**config.mk**
```make
export PLATFORM = sky130hd
export DESIGN_NAME = simple_mem_resp
export DESIGN_NICKNAME = d
export VERILOG_FILES = /design/src/rtl/simple_mem_pkg.sv /design/src/rtl/simple_mem_array.sv /design/src/rtl/simple_mem_resp.sv
export SDC_FILE = /design/constraint.sdc
export NUM_CORES = 2
export LEC_CHECK = 0
export ABC_AREA = 1
export CAP_MARGIN = 20
export CORE_UTILIZATION = 43
export CTS_CLUSTER_SIZE = 12
export DETAILED_ROUTE_END_ITERATION = 12
export MAX_ROUTING_LAYER = met4
export PLACE_DENSITY = 0.56
export SETUP_SLACK_MARGIN = 0.3
export SLEW_MARGIN = 0
export SYNTH_ARGS = -nofsm -noshare
export SYNTH_HDL_FRONTEND = slang
export SYNTH_SLANG_ARGS = --single-unit
```
**constraint.sdc**
```tcl
create_clock -name clk -period 18.5 [get_ports clk]
set_input_delay 2.775 -clock clk [delete_from_list [all_inputs] [get_ports clk]]
set_output_delay 2.775 -clock clk [all_outputs]
set_load 0.03 [all_outputs]
```
**src/rtl/simple_mem_pkg.sv**
```systemverilog
// simple_mem_pkg: shared widths, latency bound and responder FSM states for simple_mem_resp
package simple_mem_pkg;
  localparam int ADDR_W = 8;
  localparam int DATA_W = 8;
  localparam int MAX_LATENCY = 15;
  localparam int CNT_W = $clog2(MAX_LATENCY + 1);
  typedef enum logic [1:0] {IDLE, WAIT, RESP} state_t;
endpackage

```
**src/rtl/simple_mem_array.sv**
```systemverilog
// simple_mem_array: 256 x 8 store, synchronous write, combinational read, contents untouched by reset
module simple_mem_array
  import simple_mem_pkg::*;
(
  input  logic              clk,
  input  logic              we,
  input  logic [ADDR_W-1:0] addr,
  input  logic [DATA_W-1:0] wdata,
  output logic [DATA_W-1:0] rdata
);
  logic [DATA_W-1:0] mem [2**ADDR_W];
  always_ff @(posedge clk) begin
    if (we) mem[addr] <= wdata;
  end
  assign rdata = mem[addr];
endmodule

```
**src/rtl/simple_mem_resp.sv**
```systemverilog
// simple_mem_resp: memory responder with LATENCY wait cycles and a one-cycle mem_ready pulse.
// Define SIMPLE_MEM_WP_EN to block writes to PROT_LO..PROT_HI and flag them on wp_err.
module simple_mem_resp
  import simple_mem_pkg::*;
#(
  parameter int unsigned       LATENCY = 2,
  parameter logic [ADDR_W-1:0] PROT_LO = 8'hF0,
  parameter logic [ADDR_W-1:0] PROT_HI = 8'hFF
) (
  input  logic              clk,
  input  logic              rst,
  input  logic              mem_req,
  input  logic              mem_we,
  input  logic [ADDR_W-1:0] mem_addr,
  input  logic [DATA_W-1:0] mem_wdata,
  output logic [DATA_W-1:0] mem_rdata,
  output logic              mem_ready,
  output logic              wp_err,
  output logic [7:0]        acc_cnt
);
`ifdef SIMPLE_MEM_WP_EN
  localparam logic WP_EN = 1'b1;
`else
  localparam logic WP_EN = 1'b0;
`endif
  state_t state_q, state_d;
  logic [CNT_W-1:0] cnt_q, cnt_d;
  logic [ADDR_W-1:0] addr_q, addr_d, cur_addr, addr_off;
  logic [DATA_W-1:0] wdata_q, wdata_d, cur_wdata, rdata_q, rdata_d, arr_rdata;
  logic [7:0] acc_q, acc_d;
  logic we_q, we_d, cur_we, wp_q, wp_d, idle, commit, blocked, arr_we;
  // With LATENCY 0 the commit edge is the acceptance edge, so the live inputs are used in IDLE
  always_comb begin
    idle = state_q == IDLE;
    cur_addr = idle ? mem_addr : addr_q;
    cur_we = idle ? mem_we : we_q;
    cur_wdata = idle ? mem_wdata : wdata_q;
    addr_off = cur_addr - PROT_LO;
    blocked = WP_EN & cur_we & (addr_off <= PROT_HI - PROT_LO);
    commit = !rst & mem_req & (idle ? (LATENCY == 0) : (state_q == WAIT && cnt_q <= CNT_W'(1)));
    arr_we = commit & cur_we & !blocked;
    state_d = state_q;
    cnt_d = cnt_q;
    addr_d = addr_q;
    we_d = we_q;
    wdata_d = wdata_q;
    if (idle && mem_req) begin
      addr_d = mem_addr;
      we_d = mem_we;
      wdata_d = mem_wdata;
      cnt_d = CNT_W'(LATENCY);
      state_d = commit ? RESP : WAIT;
    end else if (state_q == WAIT) begin
      cnt_d = mem_req ? cnt_q - CNT_W'(1) : '0;
      state_d = !mem_req ? IDLE : commit ? RESP : WAIT;
    end else if (state_q == RESP) begin
      state_d = IDLE;
    end
    rdata_d = commit ? (arr_we ? cur_wdata : arr_rdata) : rdata_q;
    wp_d = commit & blocked;
    acc_d = acc_q + 8'(commit);
  end
  always_ff @(posedge clk) begin
    if (rst) begin
      state_q <= IDLE;
      cnt_q <= '0;
      addr_q <= '0;
      we_q <= 1'b0;
      wdata_q <= '0;
      rdata_q <= '0;
      wp_q <= 1'b0;
      acc_q <= '0;
    end else begin
      state_q <= state_d;
      cnt_q <= cnt_d;
      addr_q <= addr_d;
      we_q <= we_d;
      wdata_q <= wdata_d;
      rdata_q <= rdata_d;
      wp_q <= wp_d;
      acc_q <= acc_d;
    end
  end
  simple_mem_array u_array (
    .clk   (clk),
    .we    (arr_we),
    .addr  (cur_addr),
    .wdata (cur_wdata),
    .rdata (arr_rdata)
  );
  assign mem_ready = state_q == RESP;
  assign mem_rdata = rdata_q;
  assign wp_err = wp_q;
  assign acc_cnt = acc_q;
endmodule
```
==> metrics.md <==
| Metric | Value |
|---|---|
| Status | finished clean |
| Worst path arrival time | 8.47 ns |
| Total gr overflow | 0 |
| Max Buffers Root-to-Sink | 3 |
| Setup TNS | 0 ns |
| Sequential cell area | 62,300 um^2 |
| Die Y | 451 um |
| DR WL/cell | 23.5 um |
| Starting Density | 0.434 |
| Setup crit start | mem_addr[0] |
| Register bit total from synthesis | 2,087 |
| DRT Wirelength | 260,000 um |
| Max Cap Viol | 0 |
| Max Clock Freq | between 0.1 and 0.15 GHz |
| Crit end category | flip-flop |
| Slew margin rel. | 0.180 |
| Max VDD drop | 0.000209 V |
| Clk root buf | clkbuf_16 |
| Antenna violations before repair | 12 |
| FP Rows | 164 |
| Layout Nets | 8,240 |
| CTS tree | done |
| DR pass1 iterations | 8 |
| Vias | 58,700 |
| Final Hold Fails | 0 |
| Number of remaining DRC errors | 0 |
| Reg-to-reg startpoint | state_q[0]$_SDFFE_PP0P_ |
| Fillers | 18,300 |
| CTS sink cnt | 2,087 |
| Worst-path clk slew | 0.06 ns |
| Path depth of the worst reg2reg path | 22 |
| RePlAce Congestion | 0.869 |
| Crit Path Max Fanout | 186 |
| Share of layout cells above drive strength 1 | 0.0489 |
| Worst-margin pin slew | between 1 and 1.5 ns |
| Average cell area after synthesis | 10.5 um^2 |
| Synth Instances | 8,291 |
| Multi-input logic area | 22,400 um^2 |
| Core Footprint | 200,000 um^2 |
| Crit path required time | 19.26 ns |
| Post-CTS setup buffer count | 0 |
| Placed cells | 10,700 |
| Number of I/O pins | 38 |
| Crit path launch type | input port |
| R2r setup slk | 11.89 ns |
| Syn Std Cell Area | 86,800 um^2 |
| CTS H-tree lvls | 4 |
| DR vias/cell | about 5.3 |
| Fin. max-slew vios | 0 |
| Worst setup path end | mem_rdata[0]$_SDFFE_PP0P_ |
| Worst hold path class | flip-flop to flip-flop |
| Vias in the first global route | 56,200 |
| Non-filler cells, final | 11,000 |
| DRT iter0 DRCs | 6,708 |
| Post-CTS sizing | 0 |
| Worst-Skew Late Latency | 0.85 ns |
| Placed cell areas | 89,600 um^2 |
| Net Count, Synth | 8,317 |
| Leakage | between 30 and 40 nW |
| Num CTS Buffers | 214 |
| First-pass GRT wire length | 382,000 um |
| Syn. warnings | 0 |
| Setup slack after layout | 10.79 ns |
| PD cells | 164 nW/um^2 |
| Critical path class | input port to flip-flop |
| Die width | 451 um |
| Tcrit/Tclk final | 0.417 |
| CTS Hold Buffers Added | 0 |
| Layout Skew | 0.0253 ns |
| Register area share after synthesis | 0.718 |
| Largest net degree at the start of global routing | roughly 190 |
| Pre-CTS WS | 9.98 ns |
| Die ar. | 204,000 um^2 |
| Final Total Pwr | 15.7 mW |
| RSZ-0062 raised after global routing | false |
| Setup violators final | 0 |
| Detail Route Antenna Nets | 0 |
| Netlist cell types | 34 |
| Port bufs | 36 |
| Design Area, Final | 95,900 um^2 |
| Area grow syn2layout | 10.5% |
| Final worst path period need | slightly below 8 ns |
| Min-delay src | addr_q[2]$_SDFFE_PP0P_ |
| FF-to-FF End | mem_rdata[0]$_SDFFE_PP0P_ |
| GRT Overall Usage | 0.260 |
| Detailed placement HPWL | 146,000 um |
## state kept, by name, summed over array words and instances (netlist names)
signal	count
mem_rdata	8
cnt_q	4
addr_q	8
wdata_q	8
state_q	2
we_q	1
u_array.mem	2048
acc_cnt	8
## area by class of cell
class | count | share of cell area
timing repair buffer | 145 | 0.0137
clock buffer | 284 | 0.0595
antenna | 8 | 0.000209
inverter | 72 | 0.00313
sequential | 2087 | 0.649
multi-input combinational | 5694 | 0.233
clock inverter | 99 | 0.00630
tap | 2656 | 0.0347
## cells in the final DEF (no fill, tap or decap), types with 2 or more instances in the layout
master              n
bufinv_16           5
buf_4              97
a21oi_1            44
nor2_2              5
and3_1              2
nand2_8             2
nor3_1              3
buf_6               2
a31oi_1             3
inv_6               7
buf_12             10
clkinv_2           23
or2_2               7
clkbuf_1           66
o21ai_4             6
nand2_2            12
nor2_1            550
dfxtp_1            39
clkinv_8            3
clkinv_1           65
nor3b_1             2
clkbuf_16         218
o21ai_1            17
nand2_1          4583
o21ai_0            65
clkdlybuf4s50_1    36
inv_1              63
o21bai_1            5
nand2_4             2
o22ai_1             6
diode_2             8
nand4_1            20
inv_8               4
ha_1                6
nand3_1           344
edfxtp_1         2048
nor2_4              6
## kinds of logic after synthesis
| group | Yosys count | synth area share |
|---|---|---|
| compound gates | 148 | 0.00891 |
| fa+ha+maj | 6 | 0.000865 |
| simple gates | 5538 | 0.246 |
| xor+xnor | 1 | 0.000101 |
| other cells | 1 | 0.0000432 |
| buf+inv | 510 | 0.0268 |
| flops | 2087 | 0.718 |
## worst max-delay path, stage by stage
cell	delay, ns
clkdlybuf4s50_1	0.56
nand2_4	0.37
nand2_8	0.58
buf_12	0.50
buf_12	0.69
buf_4	0.89
nand2_1	0.13
nand2_1	0.11
nand2_1	0.08
nand3_1	0.11
nand2_1	0.05
nand2_1	0.10
nor2_1	0.06
nor2_1	0.46
nor2_1	0.12
nand2_1	0.15
a21oi_1	0.09
nand2_1	0.10
nand2_1	0.05
a21oi_1	0.16
## how the worst min path moves through the flow
stage	to	slack (ns)	cells after the start
after CTS	addr_q[2]$_SDFFE_PP0P_	0.47	2
final	addr_q[2]$_SDFFE_PP0P_	0.47	2
after global routing	addr_q[2]$_SDFFE_PP0P_	0.49	2
after floorplan	wdata_q[1]$_SDFFE_PP0P_	0.42	2
after global placement	addr_q[2]$_SDFFE_PP0P_	0.46	2
after detailed placement	addr_q[2]$_SDFFE_PP0P_	0.46	2
## per-stage QoR
step	util	hold WS [ns]
floorplan	-	0.424
global placement	0.448	0.456
detailed placement	0.448	0.458
CTS	0.479	0.468
global route	0.479	0.489
finish	0.479	0.468
## power by group
part / internal, mW / switching (mW) / total, mW
clock network: 2.21 / 1.80 / 4.01
registers: 5.99 / 0.00859 / 5.99
logic: 1.17 / 4.54 / 5.70
## Yosys cell counts
master / number / area [um^2]
nand2_1: 4595 / 17200
o22ai_1: 6 / 37.5
a21oi_1: 44 / 220
inv_2: 2 / 7.51
nand2_2: 3 / 18.8
a211oi_1: 1 / 7.51
buf_1: 38 / 143
buf_4: 19 / 143
edfxtp_1: 2048 / 61500
dfxtp_1: 39 / 781
o21ai_0: 70 / 350
clkbuf_1: 121 / 454
o21a_1: 1 / 7.51
xor2_1: 1 / 8.76
nor3b_1: 2 / 15.0
nand4_1: 20 / 125
nor2_2: 1 / 6.26
buf_2: 258 / 1290
o21ai_2: 1 / 8.76
or2_2: 7 / 43.8
nor2_4: 2 / 22.5
buf_6: 2 / 22.5
ha_1: 6 / 75.1
o21bai_1: 5 / 37.5
o21ai_1: 17 / 85.1
and3_1: 2 / 12.5
a31oi_1: 3 / 18.8
nor2_1: 558 / 2090
clkinv_1: 4 / 15.0
conb_1: 1 / 3.75
nor3_1: 3 / 15.0
nand2_4: 1 / 11.3
inv_1: 66 / 248
nand3_1: 344 / 1720
## layer usage
layer / track usage / wire length (um) / vias up
met1: 0.362 / 112000 / 28700
li1: - / - / 27200
met4: 0.0785 / 7610 / 0
met2: 0.396 / 120000 / 2393
met5: - / 0 / -
met3: 0.0384 / 20800 / 406
(Power assumes the default switching activity.)
